**config.mk**
```make
export PLATFORM = sky130hd
export DESIGN_NAME = decoder_2x4
export DESIGN_NICKNAME = d
export VERILOG_FILES = /design/src/rtl/decoder_2x4.sv
export SDC_FILE = /design/constraint.sdc
export NUM_CORES = 1
export LEC_CHECK = 0
export CORE_AREA = 2 2 39 41
export DETAILED_ROUTE_END_ITERATION = 12
export DIE_AREA = 0 0 41 43
export DONT_BUFFER_PORTS = 1
export GPL_ROUTABILITY_DRIVEN = 0
export PLACE_DENSITY = 0.35
export REMOVE_ABC_BUFFERS = 1
export SLEW_MARGIN = 25
export SYNTH_ARGS = -nofsm -noshare
export SYNTH_HDL_FRONTEND = slang
export SYNTH_SLANG_ARGS = --single-unit
```
**constraint.sdc**
```tcl
create_clock -name clk -period 0.8 [get_ports clk]
set_input_delay 0.16 -clock clk [delete_from_list [all_inputs] [get_ports clk]]
set_output_delay 0.16 -clock clk [all_outputs]
set_load 0.1 [all_outputs]
```
**src/rtl/decoder_2x4.sv**
```systemverilog
// Registered 2-to-4 one-hot decoder with decode enable and a valid flag.
// All outputs come straight from flops; reset is synchronous and active-low.
module decoder_2x4 (
    input  logic A,
    input  logic B,
    output logic O1,
    output logic O2,
    output logic O3,
    output logic O4,
    input  logic clk,
    input  logic rst_n,
    input  logic en,
    output logic valid
);

    logic [1:0] sel;
    logic [3:0] dec_d;
    logic [3:0] dec_q;
    logic       valid_d;
    logic       valid_q;

    assign sel = {A, B};

    // Bit i of the decode vector goes high when the select equals i and decode is enabled.
    always_comb begin
        dec_d   = '0;
        valid_d = en;
        for (int i = 0; i < 4; i++) begin
            dec_d[i] = en && (sel == i[1:0]);
        end
    end

    always_ff @(posedge clk) begin
        if (!rst_n) begin
            dec_q   <= '0;
            valid_q <= 1'b0;
        end else begin
            dec_q   <= dec_d;
            valid_q <= valid_d;
        end
    end

    assign O1    = dec_q[0];
    assign O2    = dec_q[1];
    assign O3    = dec_q[2];
    assign O4    = dec_q[3];
    assign valid = valid_q;

endmodule

```
==> results.ini <==
[setup_path]
crit_buf_inv=1
critPathTopFamily=flip-flops
critPathMaxFanout=1
max_stage_delay_ns=0.33
cp.required_ns=0.64
worstSetupEndpointType=output pin
timing.critical_path.cells=buf_12
cp.arrival_ns=0.74
slowest_stage=dfxtp_2
startpoint=dec_q[2]
cp-start-kind=flop
worstSetupPathType=reg2out

[placed_design]
dpl_cell_area_sq_um=267.8
portBuffers=0
post-place-ws_ns=0.1168

[global_route]
grt_max_degree=6
grt_usage_pct=4.514
overflow=0
grt_pass1_wl_um=400
grt_pass1_vias=122
antenna_found_initial=0

[drt]
drtAntennaViolNets=0
avgViaCountPerCell=3.371
wl_met2_um=157
remaining_drc_errors=0
wl_met1_um=76
wl_per_cell_um=8.143
num_vias=118
first_pass_iters=1
dr.first_iter.drc_count=0
route.met3.wl_um=27
finalWirelength_um=285
highest-signal-layer=met4

[die]
die_area_sq_um=1763
rows=14
die_h_um=43
core_area_sq_um=1384
ios=10
die_w_um=41
initial_core_util_pct=10.67

[timing]
hold_viol_final=0
setup_violations=5
fin_crit_ns=0.9001
slew-limit-headroom_pct=95.74
whs_ns=0.04683
fmax_mhz=1111
fin_crit_sh_pct=112.5
fin_ws_ns=-0.1001
rsz0062_at_grt=true
worstMarginPinSlew_ns=0.06397
finalMaxSlewViolations=0

[pwr]
ir_worst_vdd_mv=0.3267
power_density_nw_per_um2=2153
total_leakage_power_nw=0.1245

[clocking]
cts_num_sinks=5
cts_tree=done
clk_path_buf_depth=2
cts_buffers=3
post_cts.repair.setup_buffers=0
clockRootBuffer=clkbuf_4
path_clk_slew_ns=0.04
htree_levels=1

[logic_synthesis]
netlist_area_sq_um=147.6
ys_ff_latch=5
yosysTopAreaCell=dfxtp_1
synth.top_cells.by_area=dfxtp_1, and4b_1, and4bb_1, and4_1, and2_1
synthCells=10
syn_area_per_cell_sq_um=14.76
seq_area_frac_synth_pct=67.80
yosysUniqueCellTypes=5
synth_warnings=0
synth.top_cell.area_share_pct=67.80

[hold_path]
hold_start=en
hold_class=in2reg

[finish]
area_growth_pct=103.4
fin_area_sq_um=300.3
nets=25
drive_gt1_share_pct=68.42
num_antenna_cells=0

[status]
status=finished, violations left
violations=negative setup slack

[job]
drv_cap=0

==> synth_stat cells, drive strengths merged <==
| library cell | n |
|---|---|
| and4 | 1 |
| and4b | 2 |
| and4bb | 1 |
| dfxtp | 5 |
| and2 | 1 |
==> state kept, by name (all words and copies together), names as in the netlist <==
name,flops
valid,1
dec_q,4
==> routing by layer <==
metal,vias to the layer above,global-route usage [%]
li1,57,-
met1,51,2.564
met2,8,5.000
met4,0,14.00
met3,2,0
met5,-,0
==> placed cells by master, fill, tap and decap left out, drive strengths merged <==
| master | n |
|---|---|
| and2 | 1 |
| and4 | 1 |
| and4b | 2 |
| and4bb | 1 |
| buf | 5 |
| clkbuf | 4 |
| dfxtp | 5 |
==> path summary, 6_finish.rpt <==
kind  cells after the start     to  slack [ns]
min                       1  valid        0.05
max                       1     O3       -0.10
==> power breakdown <==
| group | switching [W] | internal, W | leakage, nW |
|---|---|---|---|
| clock | 0.0000930 | 0.000188 | 0.0150 |
| combinational | 0.0000627 | 0.0000366 | 0.0666 |
| sequential | 0.00000624 | 0.000260 | 0.0430 |
==> through the flow <==
step | TNS, ns | cells | power, W | utilization, %
final | -0.4745 | 35 | 0.0006467 | 21.70
after detailed placement | 0 | 31 | 0.0003687 | 19.35
after CTS | -0.5421 | 35 | 0.0006652 | 21.70
after global routing | -0.5981 | 35 | 0.0006823 | 21.70
after floorplan | -1.345 | 10 | 0.0003308 | -
after global placement | 0 | 31 | 0.0003689 | 19.35
==> repair_timing <==
action,4_1_cts,5_1_grt
hold buffers,0,0
gates resized for setup,5,0
pin swaps,0,0
endpoints found under the setup margin,5,5
==> cells by family (layout without fill, tap and decap cells) <==
logic type    Yosys count  in the layout  synth area share, %
flops                   5              5                67.80
simple gates            5              5                32.21
buf+inv                 0              9                    0
==> final cells by class <==
| cell class | instances | area [sq um] |
|---|---|---|
| tap | 16 | 20.02 |
| clock buffer | 4 | 26.28 |
| sequential | 5 | 106.4 |
| timing repair buffer | 5 | 100.1 |
| fill | 153 | 1084 |
| multi-input combinational | 5 | 47.55 |
Note: power is estimated with default switching activity, not from simulation.
